$ cat src/rtl/divider_sequencer.sv
// Divider sequencer: re-arms the downstream divide counter, waits for its (asynchronous)
// completion flag and emits a divided output pulse of programmable width.
module divider_sequencer #(
  parameter int unsigned RESET_CYCLES = 4,
  parameter int unsigned WIDTH_BITS   = 16
) (
  input  logic                  seq_clk,
  input  logic                  seq_reset,
  input  logic                  seq_arm,
  input  logic                  seq_abort,
  input  logic                  seq_mode,
  input  logic [WIDTH_BITS-1:0] pulse_width,
  input  logic                  count_completed_in,
  output logic                  count_enable_out,
  output logic                  count_reset_out,
  output logic                  div_pulse_out,
  output logic                  seq_busy,
  output logic [31:0]           pulse_total
);

  typedef enum logic [2:0] {
    StIdle  = 3'd0,
    StClear = 3'd1,
    StRun   = 3'd2,
    StPulse = 3'd3,
    StRearm = 3'd4,
    StAbort = 3'd5
  } state_e;

  localparam logic [7:0] HoldLoad = 8'(RESET_CYCLES - 1);

  state_e                state_q, state_d;
  logic                  sync1_q, sync2_q;
  logic [7:0]            hold_q, hold_d;
  logic [WIDTH_BITS-1:0] pcnt_q, pcnt_d;
  logic [WIDTH_BITS-1:0] width_q, width_d;
  logic                  mode_q, mode_d;
  logic [31:0]           total_q, total_d;
  logic                  en_q, rst_q, pulse_q, busy_q;
  logic [WIDTH_BITS-1:0] pcnt_load;

  // A latched width of zero behaves as a one-cycle pulse.
  assign pcnt_load = (width_q == '0) ? '0 : width_q - WIDTH_BITS'(1);

  // Next-state decode: abort beats internal transitions, which beat arm.
  always_comb begin
    state_d = state_q;
    hold_d  = hold_q;
    pcnt_d  = pcnt_q;
    width_d = width_q;
    mode_d  = mode_q;
    total_d = total_q;
    unique case (state_q)
      StIdle: begin
        if (seq_arm) begin
          state_d = StClear;
          hold_d  = HoldLoad;
          mode_d  = seq_mode;
          width_d = pulse_width;
        end
      end
      StClear, StRearm, StAbort: begin
        if (seq_abort) begin
          state_d = StAbort;
          hold_d  = HoldLoad;
        end else if (hold_q != 8'd0) begin
          hold_d = hold_q - 8'd1;
        end else if (!sync2_q) begin
          // Leave only once the counter has dropped its completion flag.
          if (state_q == StClear) begin
            state_d = StRun;
          end else if (state_q == StRearm) begin
            state_d = mode_q ? StRun : StIdle;
          end else begin
            state_d = StIdle;
          end
        end
      end
      StRun: begin
        if (seq_abort) begin
          state_d = StAbort;
          hold_d  = HoldLoad;
        end else if (sync2_q) begin
          state_d = StPulse;
          pcnt_d  = pcnt_load;
          total_d = (total_q == 32'hFFFF_FFFF) ? total_q : total_q + 32'd1;
        end
      end
      StPulse: begin
        if (seq_abort) begin
          state_d = StAbort;
          hold_d  = HoldLoad;
        end else if (pcnt_q == '0) begin
          state_d = StRearm;
          hold_d  = HoldLoad;
        end else begin
          pcnt_d = pcnt_q - WIDTH_BITS'(1);
        end
      end
      default: state_d = StIdle;
    endcase
  end

  // State, synchronizer and outputs; outputs decode the next state so they move with it.
  always_ff @(posedge seq_clk) begin
    if (seq_reset) begin
      state_q <= StIdle;
      sync1_q <= 1'b0;
      sync2_q <= 1'b0;
      hold_q  <= '0;
      pcnt_q  <= '0;
      width_q <= '0;
      mode_q  <= 1'b0;
      total_q <= '0;
      en_q    <= 1'b0;
      rst_q   <= 1'b0;
      pulse_q <= 1'b0;
      busy_q  <= 1'b0;
    end else begin
      state_q <= state_d;
      sync1_q <= count_completed_in;
      sync2_q <= sync1_q;
      hold_q  <= hold_d;
      pcnt_q  <= pcnt_d;
      width_q <= width_d;
      mode_q  <= mode_d;
      total_q <= total_d;
      en_q    <= (state_d == StRun);
      rst_q   <= (state_d == StClear) || (state_d == StRearm) || (state_d == StAbort);
      pulse_q <= (state_d == StPulse);
      busy_q  <= (state_d != StIdle);
    end
  end

  assign count_enable_out = en_q;
  assign count_reset_out  = rst_q;
  assign div_pulse_out    = pulse_q;
  assign seq_busy         = busy_q;
  assign pulse_total      = total_q;

endmodule

$ cat config.mk
export PLATFORM = sky130hd
export DESIGN_NAME = divider_sequencer
export DESIGN_NICKNAME = d
export VERILOG_FILES = /design/src/rtl/divider_sequencer.sv
export SDC_FILE = /design/constraint.sdc
export NUM_CORES = 1
export LEC_CHECK = 0
export CORE_UTILIZATION = 60
export CTS_CLUSTER_SIZE = 30
export DETAILED_ROUTE_END_ITERATION = 7
export PLACE_DENSITY = 0.86
export SYNTH_ARGS = -nofsm -noshare
export SYNTH_HDL_FRONTEND = slang
export SYNTH_SLANG_ARGS = --single-unit
$ cat constraint.sdc
create_clock -name seq_clk -period 3.8 [get_ports seq_clk]
set_input_delay 0.76 -clock seq_clk [delete_from_list [all_inputs] [get_ports seq_clk]]
set_output_delay 0.76 -clock seq_clk [all_outputs]
set_load 0.01 [all_outputs]
# Yosys cells after proc, flatten, opt, wreduce, memory -nomap -nowiden
# Cells that the tools add are included.
# W data, S select, Z words.
[op_classes] add_sub_neg=4 reduce_logical=14 n_bitwise=2 mux=25 n_eq_ne=19
[op_table] operator="$mux W16" n=5
[op_table] operator="$mux W8" n=6
[op_table] operator="$add A32 B1 Y32 const B" n=1
[op_table] operator="$eq A32 B32 Y1 const B" n=1
[op_table] operator="$logic_not A16 Y1" n=2
[op_table] operator="$pmux W16 S2" n=1
[op_table] operator="$pmux W8 S4" n=1
[op_table] operator="$sub A16 B1 Y16 const B" n=2
[op_table] operator="$mux W3" n=8
[op_table] operator="$eq A3 B2 Y1 const B" n=4
[op_table] operator="$eq A3 B3 Y1 const B" n=4
[op_table] operator="$ne A2 B2 Y1 const B" n=6
[op_table] operator="$pmux W3 S4" n=1
[op_table] operator="$reduce_and A5 Y1" n=2
[op_table] operator="$reduce_bool A8 Y1" n=1
[op_table] operator="$sub A8 B1 Y8 const B" n=1
[op_table] operator="$eq A3 B1 Y1 const B" n=2
[op_table] operator="$mux W2" n=3
[op_table] operator="$ne A3 B3 Y1 const B" n=2
[op_table] operator="$reduce_and A4 Y1" n=1
[op_table] operator="$reduce_bool A4 Y1" n=1
[op_table] operator="$logic_not A3 Y1" n=1
[op_table] operator="$reduce_bool A3 Y1" n=1
[op_table] operator="$reduce_or A3 Y1" n=1
[op_table] operator="4 further kinds" n=6
[word_totals] out_inout_bits=36 register_bits=82

# Depth between registers and ports, before layout
[depth] word_depth=10 ltp_mapped=9

# Worst setup path after synthesis
# Ideal clock, no wire load.
[synth_timing] path_type="input -> register" startpoint="input port seq_abort" endpoint="register total_q[17] (netlist: pulse_total[17])" path_slack_ps=1427 cell_stages=5 arrival_ps=2252 required_time_ps=3679 setup_time_ps=121 path_cell_list="or3b_1 -> nor4_2 -> nand2_1 -> nor4_1 -> mux2_4"
[synth_via] elab_chain_len=2
[synth_rtl] element="start, declared" line="10" text="input logic seq_abort,"
[synth_rtl] element="$not A1 Y1 (no line)"
[synth_rtl] element="$reduce_and A4 Y1 (no line)"
[synth_rtl] element="end signal, assigned" line="127" text="total_q <= total_d;"
[synth_rtl] element="end, declared" line="38" text="logic [31:0] total_q, total_d;"
# No other way between the ends.
# A chain may end at the register's enable or synchronous reset.

# Worst setup path after layout
[layout_timing] startpoint="input port seq_abort" endpoint="register total_q[29] (netlist: pulse_total[29])"
# The elaborated chain is that of the path after synthesis.

==> out/metrics.cfg <==
[outcome]
status=complete, no violations

[pwr]
power.total_mw=2.21
p_leak_nw=1.78
ir_drop_mv=0.239
power_density_mw_per_mm2=421

[final_layout]
fillers=592
stdcell_count=701
area_delta_synth_final_pct=17.9
nets=625
antenna_cells=0
drive_gt1_share_pct=6.64
stdcell_area_mm2=0.00526

[clock_network]
cts.sinks=82
worstSkewPairLatency_ns=0.35
htree_levels=3
cts_resized=0
cts_inserted_buffers=9
cts_tree=yes
hold_buffers=0
root_buffer=clkbuf_8
max-clock-path-buffers=2
postCtsSetupRepairBufs=0
clk_pin_slew_ns=0.09

[drt]
wl_per_cell_um=16.3
viasPerCell=6.26
vias=4389
drt_pass1_iterations=5
drc_errors=0
drt_iter0_drc=308
routed_wl_um=11400
ant_nets=0

[logic_synthesis]
synth-edff-count=0
synthDistinctLibCells=65
syn_inst=556
syn_area_mm2=0.00446
yosysSeqAreaShare_pct=36.8
ys_ff_latch=82
yosys_warnings=0
synth_async_sr_flop_share_pct=0
synth-main-ff-cell=dfxtp_1
avgSynthCellArea_um2=8.02
synth_nets=584

[floorplanning]
initial_core_util_pct=61.8
die-area_mm2=0.00779
io_pins=58
core_mm2=0.00721
die_w_um=88.2
die-height_um=88.2
rows=31

[sta]
fmax_mhz=339
finalWorstSetupSlack_ns=0.850
hold_violations=0
period_minus_slack_ns=2.95
grt_setup_unrepaired=false
fin_crit_sh_pct=77.6
fin_setup_tns_ns=0
max-slew-margin-rel_pct=19.2
setup_violations=0
slew_viol_final=0
worst_slew_pin_slew_ns=1.20
clock_skew_ns=0.00942

[critical_path]
path_cells=clkdlybuf4s50_1 -> or3b_1 -> nor4_1 -> o211ai_1 -> nor3_1 -> mux2_2
critical_path_arrival_ns=3.20
worst-setup-path-type=input port to flop
cp-start-kind=input port
worstPathRequired_ns=4.05
critPathMaxStageDelay_ns=0.55
path_buf_inv=1
slowest_stage=clkdlybuf4s50_1
crit_family=simple AND/OR/NAND/NOR gates
crit_fanout=12
critPathCaptureType=flop
rrSetupSlack_ns=1.23

[place]
gp_congestion=0.907
pre_cts_slack_ns=0.534
dp_cells=685
place_area_mm2=0.00504
hpwl_um=7940
io_buffers=57

[grt]
antenna_found_initial=0
grt_remaining_overflow=0
grt_util_all_layers_pct=30.4
grt_max_degree=60
grt_pass1_wl_um=18700
grt_pass1_vias=3932

[flow_run]
drv_cap=0

[worst_hold_path]
hold_path.class=flop to flop

[final timing paths]
path / to / from / depth (start not counted)
worst max-delay path: pulse_total[29]$_SDFFE_PP0P_ / seq_abort / 6
worst min-delay path: sync2_q$_SDFF_PP0_ / sync1_q$_SDFF_PP0_ / 1
worst max register to register: pulse_total[29]$_SDFFE_PP0P_ / state_q[1]$_SDFF_PP0_ / 5
worst min register to register: sync2_q$_SDFF_PP0_ / sync1_q$_SDFF_PP0_ / 1
[report_power, final]
part / total, mW / internal, mW / switching, mW
clock network: 0.707 / 0.386 / 0.320
registers: 0.965 / 0.907 / 0.0578
logic: 0.543 / 0.228 / 0.315
[per-layer routing]
layer  wire length [µm]  GRT usage [%]  vias up
li1                   -              -     2125
met1               5040           41.5     2064
met2               5460           49.2      179
met3                727           4.10       21
met4                190           11.3        0
met5                  0              0        -
[cell families (layout without fill, tap and decap cells)]
logic type / Yosys count / in the layout / synth area share [%]
buffers and inverters: 53 / 99 / 4.91
multiplexers: 5 / 5 / 1.37
adder cells (fa/ha/maj): 6 / 6 / 1.68
flip-flops: 82 / 82 / 36.8
AND/OR/NAND/NOR: 250 / 250 / 31.3
AO/OA/AOI/OAI: 137 / 137 / 19.5
XOR/XNOR: 23 / 23 / 4.51
[sequential cells by signal, summed over array words and instances (netlist names)]
name              flops
pulse_total          32
pcnt_q               16
width_q              16
hold_q                8
state_q               3
count_enable_out      1
count_reset_out       1
div_pulse_out         1
mode_q                1
seq_busy              1
sync1_q               1
sync2_q               1
[cells in the mapped netlist, types with 5 or more instances]
cell       count  area (µm²)
or4_1          5        37.5
a2111oi_0      5        43.8
nand3_1       20         100
nand4_1       19         119
clkbuf_1      23        86.3
nor3_1         9        45.0
xnor2_1       19         166
or3_1         22         138
nor2b_1        7        43.8
and2_1         5        31.3
ha_1           6        75.1
dfxtp_1       82        1640
nor2_1        49         184
o21ai_0       27         135
inv_1         21        78.8
a21oi_1       52         260
nand2_1       59         221
o211ai_1      10        75.1
nor4_1        16         100
[final cells by class]
type	count	area [µm²]	area share [%]
clock buffers	11	141	2.69
well taps	99	124	2.35
repair buffers	60	588	11.2
inverters	23	86.3	1.64
flip-flops and latches	82	1640	31.2
clock inverters	5	77.6	1.47
multi-input cells	421	2600	49.5
[layout by cell type, fill, tap and decap left out, drive strengths merged, types with 4 or more instances in the layout]
cell type,synthesis,final
o21ai,27,27
nor2,50,50
a211oi,4,4
o211ai,10,10
nor3b,4,4
buf,7,4
nor4,21,21
o32ai,4,4
nor3,9,9
o31ai,4,4
nand3,21,21
clkbuf,23,11
a2111oi,5,5
o22ai,4,4
and2,5,5
ha,6,6
xor2,4,4
xnor2,19,19
or2,4,4
or4,7,7
dfxtp,82,82
or3,22,22
inv,21,21
and3,4,4
clkinv,2,4
a21oi,52,52
clkdlybuf4s50,0,56
nor2b,7,7
nand4,21,21
a22oi,4,4
nand2,59,59
[stage by stage]
stage / hold slack (ns) / util (%)
finish: 0.461 / 72.9
global route: 0.496 / 72.9
CTS: 0.468 / 72.9
detailed placement: 0.457 / 69.9
global placement: 0.456 / 69.9
floorplan: 0.414 / -
Note: power is estimated with default switching activity, not from simulation.
